`config.mk`:
```
export PLATFORM = sky130hd
export DESIGN_NAME = ram_arbiter
export DESIGN_NICKNAME = d
export VERILOG_FILES = /design/src/rtl/ram_arbiter.sv
export SDC_FILE = /design/constraint.sdc
export NUM_CORES = 1
export LEC_CHECK = 0
export BUFFER_PORTS_ARGS = -buffer_cell sky130_fd_sc_hd__buf_2
export CORE_MARGIN = 10
export CORE_UTILIZATION = 46
export CTS_CLUSTER_DIAMETER = 100
export CTS_CLUSTER_SIZE = 25
export DETAILED_ROUTE_END_ITERATION = 8
export GPL_TIMING_DRIVEN = 0
export PLACE_DENSITY = 0.84
export SYNTH_ARGS = -nofsm -noshare
export SYNTH_HDL_FRONTEND = slang
export SYNTH_SLANG_ARGS = --single-unit
export TNS_END_PERCENT = 20
```
`constraint.sdc`:
```
create_clock -name clk -period 1.8 [get_ports clk]
set_clock_uncertainty 0.1 [all_clocks]
set_input_delay 0.18 -clock clk [delete_from_list [all_inputs] [get_ports clk]]
set_output_delay 0.18 -clock clk [all_outputs]
set_load 0.03 [all_outputs]
```
`src/rtl/ram_arbiter.sv`:
```
// ram_arbiter: two-requester arbiter in front of a single-port synchronous RAM.
// A request is sampled only while idle; the winner gets a one-cycle grant that
// coincides with a one-cycle RAM command. Writes finish in the ACCESS cycle.
// Reads wait one more cycle for the RAM data, which is captured into rdata
// together with a one-cycle rvalid pulse to the owner.
// Optional feature macro: ARB_ROUND_ROBIN_EN. When it is defined, a tie goes to
// the requester that was not granted last. When it is undefined, a tie always
// goes to requester 0 and there is no pointer register.
module ram_arbiter #(
    parameter int ADDR_W = 8,
    parameter int DATA_W = 8
) (
    input  logic                  clk,
    input  logic                  reset,
    input  logic [1:0]            req,
    input  logic [1:0]            we,
    input  logic [2*ADDR_W-1:0]   addr,
    input  logic [2*DATA_W-1:0]   wdata,
    output logic [1:0]            gnt,
    output logic [1:0]            rvalid,
    output logic [DATA_W-1:0]     rdata,
    output logic                  busy,
    output logic                  ram_en,
    output logic                  ram_we,
    output logic [ADDR_W-1:0]     ram_addr,
    output logic [DATA_W-1:0]     ram_wdata,
    input  logic [DATA_W-1:0]     ram_rdata
);

    typedef enum logic [1:0] {
        IDLE   = 2'd0,
        ACCESS = 2'd1,
        RDWAIT = 2'd2
    } state_t;

    state_t              r_state;
    logic                r_owner;
    logic [1:0]          r_gnt;
    logic [1:0]          r_rvalid;
    logic [DATA_W-1:0]   r_rdata;
    logic                r_busy;
    logic                r_ram_en;
    logic                r_ram_we;
    logic [ADDR_W-1:0]   r_ram_addr;
    logic [DATA_W-1:0]   r_ram_wdata;

    // Per-requester views of the packed address and write-data buses.
    logic [ADDR_W-1:0]   w_addr_arr  [2];
    logic [DATA_W-1:0]   w_wdata_arr [2];
    logic                w_winner;

    genvar gi;
    generate
        for (gi = 0; gi < 2; gi++) begin : g_fields
            assign w_addr_arr[gi]  = addr[gi*ADDR_W +: ADDR_W];
            assign w_wdata_arr[gi] = wdata[gi*DATA_W +: DATA_W];
        end
    endgenerate

`ifdef ARB_ROUND_ROBIN_EN
    // Requester favoured on the next tie; it is always the one not granted last.
    logic r_prio;

    // Choose the winner: a lone requester always wins, a tie follows the pointer.
    always_comb begin
        w_winner = 1'b0;
        case (req)
            2'b10:   w_winner = 1'b1;
            2'b11:   w_winner = r_prio;
            default: w_winner = 1'b0;
        endcase
    end

    // Move the pointer away from whichever requester has just been granted.
    always_ff @(posedge clk) begin
        if (reset) begin
            r_prio <= 1'b0;
        end else if (r_state == IDLE && req != 2'b00) begin
            r_prio <= ~w_winner;
        end
    end
`else
    // Choose the winner: a lone requester always wins, a tie goes to requester 0.
    always_comb begin
        w_winner = 1'b0;
        if (req == 2'b10) begin
            w_winner = 1'b1;
        end
    end
`endif

    // Transaction sequencer with every output registered. Pulses default low, and
    // the RAM address/data and read data hold until they are next loaded.
    always_ff @(posedge clk) begin
        if (reset) begin
            r_state     <= IDLE;
            r_owner     <= 1'b0;
            r_gnt       <= 2'b00;
            r_rvalid    <= 2'b00;
            r_rdata     <= '0;
            r_busy      <= 1'b0;
            r_ram_en    <= 1'b0;
            r_ram_we    <= 1'b0;
            r_ram_addr  <= '0;
            r_ram_wdata <= '0;
        end else begin
            r_gnt    <= 2'b00;
            r_rvalid <= 2'b00;
            r_ram_en <= 1'b0;
            case (r_state)
                IDLE: begin
                    if (req != 2'b00) begin
                        r_gnt       <= 2'b01 << w_winner;
                        r_ram_en    <= 1'b1;
                        r_ram_we    <= we[w_winner];
                        r_ram_addr  <= w_addr_arr[w_winner];
                        r_ram_wdata <= w_wdata_arr[w_winner];
                        r_owner     <= w_winner;
                        r_busy      <= 1'b1;
                        r_state     <= ACCESS;
                    end
                end
                ACCESS: begin
                    // The RAM takes the command at this edge; a write is finished.
                    if (r_ram_we) begin
                        r_busy  <= 1'b0;
                        r_state <= IDLE;
                    end else begin
                        r_state <= RDWAIT;
                    end
                end
                RDWAIT: begin
                    // RAM data is valid in this cycle; capture it for the owner.
                    r_rdata  <= ram_rdata;
                    r_rvalid <= 2'b01 << r_owner;
                    r_busy   <= 1'b0;
                    r_state  <= IDLE;
                end
                default: begin
                    r_busy  <= 1'b0;
                    r_state <= IDLE;
                end
            endcase
        end
    end

    assign gnt       = r_gnt;
    assign rvalid    = r_rvalid;
    assign rdata     = r_rdata;
    assign busy      = r_busy;
    assign ram_en    = r_ram_en;
    assign ram_we    = r_ram_we;
    assign ram_addr  = r_ram_addr;
    assign ram_wdata = r_ram_wdata;

endmodule

```
# --- Word-level counts from Yosys, hierarchy flattened ---
# Cells that the tools add are included.
word_totals:
  ff_bits: 34
  latch_bits: 0
  mem_bits_rw: 0
  romBits: 0
  output_inout_bits: 31
  memories: 0
op_classes:
  addsub: 0
  n_mul: 0
  n_div: 0
  magnitude_cmp: 2
  n_eq_ne: 5
  shifts: 2
  muxes: 16
  n_bitwise: 4
  n_reduce_logical: 7
op_table:
  columns: ["cell", "n"]
  rows:
  - ["$mux 8", 6]
  - ["$mux 1", 6]
  - ["$eq 2x2->1 const B", 2]
  - ["$mux 2", 2]
  - ["$ne 2x2->1 const B", 2]
  - ["$pmux 2 s2", 1]
  - ["$reduce_and 2->1", 2]
  - ["$reduce_or 2->1", 2]
  - ["$shl 1x1->2 const A", 2]
  - ["$not 1->1", 3]
  - ["$reduce_or 3->1", 1]
  - ["$eq 2x1->1 const B", 1]
  - ["$ge 2x2->1 const B", 1]
  - ["$logic_not 2->1", 1]
  - ["$lt 1x2->1 const B", 1]
  - ["$not 1->2", 1]
  - ["$pmux 1 s2", 1]
  - ["$reduce_bool 2->1", 1]

# --- Depth between registers and ports, before layout ---
logic_depth:
  word_depth: 6
  ltp_mapped: 5

# --- Worst setup path before layout ---
# No wires, ideal clock.
synth_path:
  path_kind: "register to register"
  start: "reg r_state[0]"
  end: "reg r_ram_addr[4], in the netlist ram_addr[4]"
  arrival_time_ns: 0.983
  required_time_ns: 1.630
  slack_ns: 0.647
  path_stages_with_launch: 5
  path_buffers: 1
  synth_period_minus_slack_ns: 1.153
  path_cell_list: "dfxtp_1 nor3_2 nand2_2 buf_6 o2bb2ai_1"
synth_via:
  elab_chain_cells: 2
synth_lines:
  columns: ["element", "line", "text"]
  rows:
  - ["from (decl)", "36", "state_t r_state;"]
  - ["from (signal assigned)", "96", "r_state <= IDLE;"]
  - ["from (signal assigned)", "120", "r_state <= ACCESS;"]
  - ["from (signal assigned)", "127", "r_state <= IDLE;"]
  - ["$logic_not 2->1", "110", "case (r_state)"]
  - ["$reduce_and 2->1 (no line)", null, null]
  - ["to (signal assigned)", "116", "r_ram_addr <= w_addr_arr[w_winner];"]
  - ["to (decl)", "44", "logic [ADDR_W-1:0] r_ram_addr;"]
# No other way between the ends.
# A chain may end at the register's enable or synchronous reset.

# --- Worst setup path after layout ---
layout_path:
  start: "in req[0]"
  end: "reg r_ram_addr[7], in the netlist ram_addr[7]"
layout_via:
  elab_chain_cells: 6
layout_lines:
  columns: ["element", "line", "text"]
  rows:
  - ["from (decl)", "15", "input logic [1:0] req,"]
  - ["$eq 2x2->1", "86", "if (req == 2'b10) begin"]
  - ["$mux 1", "86", null]
  - ["$not 1->2 (implied by the code)", "116", null]
  - ["$mux 8 (implied by the code) (3 in series)", "116", null]
# Parallel ways exist; a longest one is shown, timed or not. The select of a mux whose other input is x is not followed.

==> results.py <==
metrics = {
    "die": {
        "initial_core_util": 0.480,
        "core_area_sq_um": 2760,
        "std_cell_rows": 19,
        "fp.dieArea_sq_um": 5430,
        "io_pins": 77,
        "die_w_um": 73.7,
        "fp.dieH_um": 73.7,
    },
    "logic_synthesis": {
        "avgSynthCellArea_sq_um": 11.0,
        "synth-seq-cells": 34,
        "syn-cell-area_sq_um": 1330,
        "yosysWarnings": 0,
        "synth.yosys.seq_area_share": 0.514,
        "netlist_instances": 121,
        "synth_nets": 167,
        "ys_types": 26,
    },
    "clocking": {
        "cts-root-buf": "clkbuf_4",
        "htreeDepth": 2,
        "numClockSinks": 34,
        "cts_resized": 0,
        "numCtsBuffers": 5,
        "cts_tree": "built",
        "postCtsSetupBuffers": 0,
        "clock_latency_ns": 0.32,
        "cts_hold_buf": 8,
        "path_clk_slew_ns": 0.10,
        "clockBufferDepth": 2,
    },
    "timing": {
        "setup_slack_ns": 0.259,
        "setup_tns_ns": 0,
        "worst_pin_slew_ns": 0.409,
        "final_max_slew_viol_count": 0,
        "rsz0062_at_grt": "no",
        "period_needed_ns": 1.54,
        "setup_viol": 0,
        "slew_headroom": 0.728,
        "final-hold-violation-count": 0,
        "post-route-period-util": 0.856,
        "max_freq_mhz": 649,
    },
    "routing": {
        "post_drt_wl_per_cell_um": 15.1,
        "drtAntennaViolNets": 0,
        "drtIter0Drc": 46,
        "dr_total_vias": 1207,
        "drcViolationCount": 0,
        "dr.pass1.iters": 4,
        "via_per_inst": 4.97,
        "wirelength_mm": 3.66,
    },
    "setup_path": {
        "cp-startpoint": "req[0]",
        "slowest_stage": "dlygate4sd3_1",
        "required_ns": 1.96,
        "ff2ff_path_depth": 4,
        "rrSetupSlack_ns": 0.47,
        "end_kind": "register",
        "r2r_start": "r_state[0]",
        "r2r_end": "ram_addr[7]",
        "setup.worst_path.end": "ram_addr[7]",
        "crit_arrival_ns": 1.70,
        "crit_fanout": 10,
        "path_cells": "dlygate4sd3_1 -> buf_2 -> or2_4 -> a21oi_4 -> buf_6 -> o2bb2ai_1",
        "startpoint_type": "input pin",
        "path_class": "in -> reg",
        "cp_slowest_stage_delay_ns": 0.55,
    },
    "global_route": {
        "antenna_found_initial": 0,
        "grtUsageTotal": 0.136,
        "grt_pass1_wl_mm": 5.87,
        "globalRouteOverflowTotal": 0,
        "grt_max_degree": 11,
        "grt_pass1_vias": 1350,
    },
    "final_layout": {
        "nFillCells": 227,
        "seq_area_sq_um": 681,
        "layout-drive-gt1-share": 0.453,
        "antenna_cells": 0,
        "area_delta_synth_final_pct": 41.8,
        "layout_commonest_cell": "buf_2",
        "nNetsFinal": 257,
        "finalNonFillerCells": 243,
        "multi_input_comb_area_sq_um": 561,
        "layout_common_cells": "77 x buf_2, 34 x dfxtp_1, 17 x mux2i_1, 17 x o2bb2ai_1, 16 x nand2_1",
    },
    "pwr": {
        "cellLeakagePower_uw": 0.000891,
        "power_density_nw_per_um2": 877,
        "irDropWorstVdd_mv": 0.807,
    },
    "placed_design": {
        "gp_congestion": 0.768,
        "portBuffers": 75,
        "dp_hpwl_mm": 2.88,
        "pre_cts_slack_ns": 0.465,
        "dp.cells": 227,
    },
    "run_status": {
        "status": "finished clean",
    },
    "hold_path": {
        "hp-class": "in -> reg",
    },
    "job": {
        "max-cap-violations": 0,
    },
}
-- metrics by stage --
stage	instance area (sq um)	hold slack [ns]	utilization	total power, uW
2_1_floorplan	1330	0.177	-	1090
3_5_place_dp	1740	0.332	0.631	1230
4_1_cts	1880	0.00207	0.681	1670
6_report	1880	0.0158	0.681	1650
3_3_place_gp	1740	0.323	0.631	1210
5_1_grt	1880	0.00618	0.681	1740
-- Yosys cell counts --
cell type | count | area (sq um)
or2_4 | 1 | 8.76
nand2b_1 | 1 | 6.26
clkbuf_2 | 1 | 5.00
buf_2 | 2 | 10.0
dfxtp_1 | 34 | 681
a211oi_1 | 1 | 7.51
nand2_1 | 16 | 60.1
nor3b_1 | 2 | 15.0
nor4b_1 | 1 | 8.76
nor2b_2 | 1 | 8.76
inv_1 | 3 | 11.3
buf_6 | 3 | 33.8
o22ai_1 | 1 | 6.26
and2b_1 | 1 | 7.51
nor2_4 | 1 | 11.3
o2bb2ai_1 | 17 | 149
and2_2 | 1 | 7.51
and2_1 | 1 | 6.26
nand2_2 | 1 | 6.26
a21oi_4 | 1 | 16.3
mux2i_1 | 17 | 170
a21oi_1 | 9 | 45.0
nor3_1 | 2 | 10.0
buf_1 | 1 | 3.75
buf_12 | 1 | 20.0
nor3_2 | 1 | 10.0
-- routing by layer --
layer / GRT usage / share of wire / up-vias
li1: - / - / 608
met2: 0.217 / 0.48 / 56
met5: 0 / 0 / -
met1: 0.139 / 0.38 / 538
met4: 0.0559 / 0.011 / 0
met3: 0.0861 / 0.13 / 5
-- cell type report --
class,count,area share
repair buffers,83,0.242
inverters,3,0.00599
well taps,31,0.0206
multi-input cells,76,0.298
flip-flops and latches,34,0.362
clock inverters,1,0.00266
plain buffers,8,0.0386
clock buffers,7,0.0293
-- critical path: cells and delay by family --
family | cells | cell delay, ns
buf+inv | 3 | 0.89
compound gates | 2 | 0.38
simple gates | 1 | 0.25
-- sequential cells by signal, summed over array words and instances, names as in the netlist --
signal     flops
ram_addr       8
ram_wdata      8
rdata          8
gnt            2
r_state        2
rvalid         2
busy           1
r_owner        1
ram_en         1
ram_we         1
-- logic make-up (layout without fill, tap and decap cells) --
logic type	count (synthesis)	count (layout)	synth area share
DFF	34	34	0.514
and+or+nand+nor	30	30	0.126
AOI/OAI and AO/OA	29	29	0.169
muxes	17	17	0.128
buffers and inverters	11	102	0.0633
-- worst min-delay path by stage --
stage / startpoint / endpoint / slack (ns) / cells after the start
floorplan: req[0] / r_owner / 0.18 / 1
global placement: ram_rdata[3] / rdata[3] / 0.32 / 3
detailed placement: ram_rdata[6] / rdata[6] / 0.33 / 3
CTS: addr[3] / ram_addr[3] / 0.002 / 3
global route: we[0] / ram_we / 0.006 / 3
finish: addr[3] / ram_addr[3] / 0.02 / 3
-- power breakdown --
part,switching [uW],total [uW],internal (uW)
registers,35.7,846,810
clock network,237,426,189
logic,222,376,154
total,495,1650,1150
Power figures use the tool's default switching activity.
